`src/rtl/dma_io_endpoint.sv`:
```
// Peripheral-side 8237-style DMA endpoint: DREQ/DACK handshake, IOR_N/IOW_N strobes, byte FIFO.
// Optional terminal-count EOP generation is enabled by defining DMA_EP_TERMCOUNT_EN.
module dma_io_endpoint #(
  parameter int DATA_W      = 8,
  parameter int DEPTH       = 16,
  parameter int DEMAND_MODE = 0
) (
  input  logic                    clk,
  input  logic                    rst_n,
  input  logic                    enable,
  input  logic                    dir,
  output logic                    DREQ,
  input  logic                    DACK,
  input  logic                    IOR_N,
  input  logic                    IOW_N,
  input  logic                    EOP_N,
  input  logic [DATA_W-1:0]       DB_IN,
  output logic [DATA_W-1:0]       DB_OUT,
  output logic                    DB_OE,
  input  logic                    wr_valid,
  input  logic [DATA_W-1:0]       wr_data,
  output logic                    wr_ready,
  output logic                    rd_valid,
  output logic [DATA_W-1:0]       rd_data,
  input  logic                    rd_ready,
  output logic                    done,
`ifdef DMA_EP_TERMCOUNT_EN
  input  logic [15:0]             term_len,
  output logic                    EOP_DRV_N,
`endif
  output logic [$clog2(DEPTH):0]  fifo_cnt
);

  localparam int AW = $clog2(DEPTH);
  localparam int CW = AW + 1;

  typedef enum logic [1:0] {IDLE, REQ, XFER, RELEASE} state_t;

  state_t              state, state_nxt;
  logic [DATA_W-1:0]   mem [DEPTH];
  logic [AW-1:0]       wr_ptr, rd_ptr;
  logic [CW-1:0]       cnt, cnt_nxt;
  logic                full, empty, dir_q, dir_chg;
  logic                ior_low_p1, iow_low_p1;
  logic [DATA_W-1:0]   db_cap_p1;
  logic                cmpl, push, pop;
  logic [DATA_W-1:0]   push_data;
  logic                need, need_nxt, eop_evt, term, tc_hit;

  assign full    = (cnt == CW'(DEPTH));
  assign empty   = (cnt == '0);
  assign dir_chg = (dir != dir_q);

  // A strobe completes on its rising edge, qualified by DACK.
  assign cmpl      = DACK & (dir ? (iow_low_p1 & IOW_N) : (ior_low_p1 & IOR_N));
  assign push      = dir ? (cmpl & ~full) : (wr_valid & ~full);
  assign pop       = dir ? (rd_ready & ~empty) : (cmpl & ~empty);
  assign push_data = dir ? db_cap_p1 : wr_data;
  assign cnt_nxt   = dir_chg ? '0 : (cnt + CW'(push) - CW'(pop));

  assign need     = enable & ~term & (dir ? ~full : ~empty);
  assign need_nxt = enable & ~term & ~eop_evt &
                    (dir ? (cnt_nxt != CW'(DEPTH)) : (cnt_nxt != '0));
  assign eop_evt  = (~EOP_N & DACK) | tc_hit;

  assign wr_ready = ~full & ~dir;
  assign rd_valid = ~empty & dir;
  assign rd_data  = mem[rd_ptr];
  assign DB_OUT   = mem[rd_ptr];
  assign fifo_cnt = cnt;
  // Bus drive follows the strobe combinationally; reset releases it immediately.
  assign DB_OE    = rst_n & DACK & ~IOR_N & ~dir;

  // Strobe sampling stage
  always_ff @(posedge clk or negedge rst_n) begin
    if (!rst_n) begin
      ior_low_p1 <= 1'b0;
      iow_low_p1 <= 1'b0;
    end else begin
      ior_low_p1 <= ~IOR_N;
      iow_low_p1 <= ~IOW_N;
    end
  end

  always_ff @(posedge clk) begin
    if (!IOW_N) db_cap_p1 <= DB_IN;
  end

  // FIFO control
  always_ff @(posedge clk or negedge rst_n) begin
    if (!rst_n) begin
      wr_ptr <= '0;
      rd_ptr <= '0;
      cnt    <= '0;
      dir_q  <= 1'b0;
    end else begin
      dir_q <= dir;
      cnt   <= cnt_nxt;
      if (dir_chg) begin
        wr_ptr <= '0;
        rd_ptr <= '0;
      end else begin
        if (push) wr_ptr <= wr_ptr + AW'(1);
        if (pop)  rd_ptr <= rd_ptr + AW'(1);
      end
    end
  end

  always_ff @(posedge clk) begin
    if (push && !dir_chg) mem[wr_ptr] <= push_data;
  end

`ifdef DMA_EP_TERMCOUNT_EN
  logic [15:0] byte_cnt;
  logic        eop_drv;

  assign tc_hit    = cmpl & ((byte_cnt + 16'd1) == term_len);
  assign EOP_DRV_N = ~eop_drv;

  always_ff @(posedge clk or negedge rst_n) begin
    if (!rst_n) begin
      byte_cnt <= '0;
      eop_drv  <= 1'b0;
    end else begin
      eop_drv <= tc_hit;
      if (!enable)   byte_cnt <= '0;
      else if (cmpl) byte_cnt <= byte_cnt + 16'd1;
    end
  end
`else
  assign tc_hit = 1'b0;
`endif

  // Handshake state and registered request
  always_ff @(posedge clk or negedge rst_n) begin
    if (!rst_n) begin
      state <= IDLE;
      DREQ  <= 1'b0;
      term  <= 1'b0;
      done  <= 1'b0;
    end else begin
      state <= state_nxt;
      DREQ  <= (state_nxt == REQ) || (state_nxt == XFER);
      done  <= eop_evt & ~term;
      if (!enable)      term <= 1'b0;
      else if (eop_evt) term <= 1'b1;
    end
  end

  always_comb begin
    state_nxt = state;
    case (state)
      IDLE:    if (need) state_nxt = REQ;
      REQ: begin
        if (DACK)       state_nxt = XFER;
        else if (!need) state_nxt = IDLE;
      end
      XFER: begin
        if (cmpl)       state_nxt = ((DEMAND_MODE != 0) && need_nxt) ? XFER : RELEASE;
        else if (!DACK) state_nxt = need ? REQ : IDLE;
      end
      RELEASE: if (!DACK) state_nxt = IDLE;
      default: state_nxt = IDLE;
    endcase
    // Termination overrides whatever the handshake was doing.
    if (eop_evt) state_nxt = RELEASE;
  end

endmodule

```
`config.mk`:
```
export PLATFORM = sky130hd
export DESIGN_NAME = dma_io_endpoint
export DESIGN_NICKNAME = d
export VERILOG_FILES = /design/src/rtl/dma_io_endpoint.sv
export SDC_FILE = /design/constraint.sdc
export NUM_CORES = 1
export LEC_CHECK = 0
export CORE_UTILIZATION = 30
export DETAILED_ROUTE_END_ITERATION = 10
export PLACE_DENSITY = 0.52
export SYNTH_ARGS = -nofsm -noshare
export SYNTH_HDL_FRONTEND = slang
export SYNTH_SLANG_ARGS = --single-unit
```
`constraint.sdc`:
```
create_clock -name clk -period 6 [get_ports clk]
set_clock_uncertainty 0.1 [all_clocks]
set_input_delay 1.2 -clock clk [delete_from_list [all_inputs] [get_ports clk]]
set_output_delay 1.2 -clock clk [all_outputs]
set_load 0.05 [all_outputs]
```
==> impl_metrics.toml <==
[outcome]
outcome = "complete, no violations"

[cells_and_area]
multiInputGateArea_um2 = 1819
regArea_um2 = 4611
drive_gt1_share_pct = 14.74
instances_no_fill = 748
n_antenna_cell = 0
final_nets = 493
n_fill_cell = 2037
layout-area-overhead-vs-synth_pct = 19.71

[clock_tree]
path_clk_slew_ns = 0.07
insertion_delay_ns = 0.42
cts_resized = 0
cts_buffers = 17
post-cts-setup-buffers = 0
postCtsHoldBufs = 0
clock_sinks = 157
root_buffer = "clkbuf_16"
clock_path_buffers = 2
htree_levels = 4
cts_tree = "built"

[die]
rows = 54
dieArea_um2 = 22880
core-area_um2 = 21820
start_util_pct = 30.63
die_height_um = 151.3
num_io_pins = 52
die_w_um = 151.3

[synthesis]
synth_nets = 442
synth_top_cell_area_share_pct = 61.09
ys_seq_elements = 157
synth-edff-count = 136
synth.area.top_cells = "edfxtp_1, dfrtp_1, mux4_2"
yosysSeqAreaShare_pct = 68.95
async_reset_ff_share_pct = 13.38
yosys_warnings = 0
yosysMostFrequentCell = "edfxtp_1"
synthCells = 404
syn_area_um2 = 6685
netlist.top_cell.by_area = "edfxtp_1"
yosys-top-cells-count = "edfxtp_1, mux2i_1, dfrtp_1, nor2_1"
synth_ff_type = "edfxtp_1"
avgSynthCellArea_um2 = 16.55
synth_cell_types = 45

[pwr]
total_power_mw = 3.135
ir_drop_mv = 0.2026
swShare_pct = 30.70
switchingPower_uw = 962.4
power_density_nw_per_um2 = 391.7
pwr-share-clk_pct = 34.1
p_seq_share_pct = 40.9
p_int_mw = 2.172
p_comb_share_pct = 25.0
p_leak_nw = 2.659

[sta]
fmax_ghz = 0.2169
slew_headroom_pct = 36.29
fin_crit_sh_pct = 76.85
setup_viol = 0
rsz0062_at_grt = "false"
period_minus_slack_ns = 4.611
worstMarginPinSlew_ns = 0.9521
tns_ns = 0
maxSlewViolCount = 0
timing.hold.ws_ns = 0.3832
finalHoldViolCount = 0

[worst_hold_path]
holdCritPathClass = "reg2reg"

[run]
drv_cap = 0

[drt]
drt-total-wl_mm = 14.07
vias = 3530
first_iter_violations = 175
dr.pass1.iters = 4
viasPerCell = 4.719
drcViolationCount = 0
wire_per_inst_um = 18.81
ant_nets = 0

[setup_path]
crit_path_top_delay_cell = "clkdlybuf4s50_1"
required_ns = 4.70
cp.arrival_ns = 3.31
worstPathCellList = "clkdlybuf4s50_1 > nor4bb_1 > clkdlybuf4s50_1"
cp_top_family = "buffers and inverters"
cp-end-kind = "primary output"
crit_type = "in2out"
cp_common_cell = "clkdlybuf4s50_1"
max_stage_delay_ns = 0.85
worstSetupStartpointType = "primary input"
worst-path-buf-inv = 2
crit_path_max_fanout = 21

[global_route]
grt_pass1_vias = 3700
grt_overflow = 0
grtUsageTotal_pct = 13.46
grt_max_degree = 23
grt_pass1_wl_mm = 21.71
antenna_found_initial = 0

[placed_design]
port_buffers = 51
dp_hpwl_mm = 9.139
gp_congestion = 0.7255
dp.cells = 716
## logic make-up (layout without fill, tap and decap cells)
group | Yosys count | in the layout | share of synthesized area [%]
AO/OA/AOI/OAI | 52 | 52 | 6.045
adder cells (fa/ha/maj) | 12 | 12 | 2.358
flip-flops | 157 | 157 | 68.95
XOR/XNOR | 12 | 12 | 1.572
buffers and inverters | 43 | 107 | 3.837
AND/OR/NAND/NOR | 69 | 69 | 5.260
multiplexers | 59 | 59 | 11.98
## power by group through the flow
stage / Combinational (mW) / Sequential [mW] / Clock (mW)
global placement: 0.784 / 1.31 / 0
floorplan: 0.550 / 1.35 / 0
finish: 0.783 / 1.28 / 1.07
CTS: 0.794 / 1.28 / 1.09
detailed placement: 0.791 / 1.31 / 0
global route: 0.845 / 1.29 / 1.13
## final timing paths
| kind | startpoint | slack, ns | to | depth (start not counted) |
|---|---|---|---|---|
| max reg2reg | fifo_cnt[3]$_DFF_PN0_ | 2.68 | fifo_cnt[4]$_DFF_PN0_ | 13 |
| min reg2reg | term$_DFFE_PN0P_ | 0.38 | done$_DFF_PN0_ | 1 |
| max in group asynchronous | rst_n | 4.54 | rd_ptr[0]$_DFFE_PN0P_ | 2 |
| min in group asynchronous | rst_n | 1.02 | DREQ$_DFF_PN0_ | 2 |
| max | dir | 1.39 | DB_OE | 3 |
| min | term$_DFFE_PN0P_ | 0.38 | done$_DFF_PN0_ | 1 |
## final cells by class
| class | instances | share of cell area, % |
|---|---|---|
| clock buffer | 18 | 5.363 |
| clock inverter | 14 | 1.986 |
| inverter | 15 | 0.7036 |
| multi-input combinational | 204 | 22.73 |
| sequential | 157 | 57.61 |
| tap | 280 | 4.378 |
| timing repair buffer | 60 | 7.223 |
## through the flow
stage / utilization (%) / area [µm²] / setup slack, ns
after floorplan: - / 6685 / 1.602
after global placement: 33.98 / 7415 / 1.401
after detailed placement: 33.98 / 7415 / 1.340
after CTS: 36.67 / 8003 / 1.355
after global routing: 36.67 / 8003 / 1.255
final: 36.67 / 8003 / 1.389
## worst reg2reg max path, cell delays in order (launching register included)
cell      delay, ns
dfrtp_1        0.40
inv_1          0.09
ha_1           0.22
nor4b_1        0.57
a21oi_1        0.21
ha_1           0.34
inv_1          0.06
ha_1           0.16
inv_1          0.05
fa_1           0.39
nand2b_1       0.16
a21oi_1        0.18
o21ai_0        0.10
nor3b_1        0.15
## placed cells by master (no fill, tap or decap), types with 8 or more instances in the layout
cell,netlist,routed
clkbuf_16,0,17
mux4_2,16,16
nor2_1,21,21
buf_4,12,9
mux2i_1,35,35
clkdlybuf4s50_1,0,51
ha_1,11,11
nand2_1,15,15
inv_1,15,15
and2_1,10,10
xnor2_1,8,8
a221oi_1,16,16
dfrtp_1,21,20
edfxtp_1,136,136
a22oi_1,8,8
o21ai_0,11,11
mux2_2,8,8
## layer usage
layer	global-route usage (%)	wire, µm	up-vias
met1	17.32	6213	1779
met4	4.850	240	0
met2	21.96	6857	75
met3	3.253	757	11
li1	-	-	1665
met5	0	0	-
## state kept, by name (all words and copies together), names as in the netlist, 2 cells and up
name and cells:
db_cap_p1 8, wr_ptr 4, rd_ptr 4, fifo_cnt 5
mem 128, state 2
(Power assumes the default switching activity.)
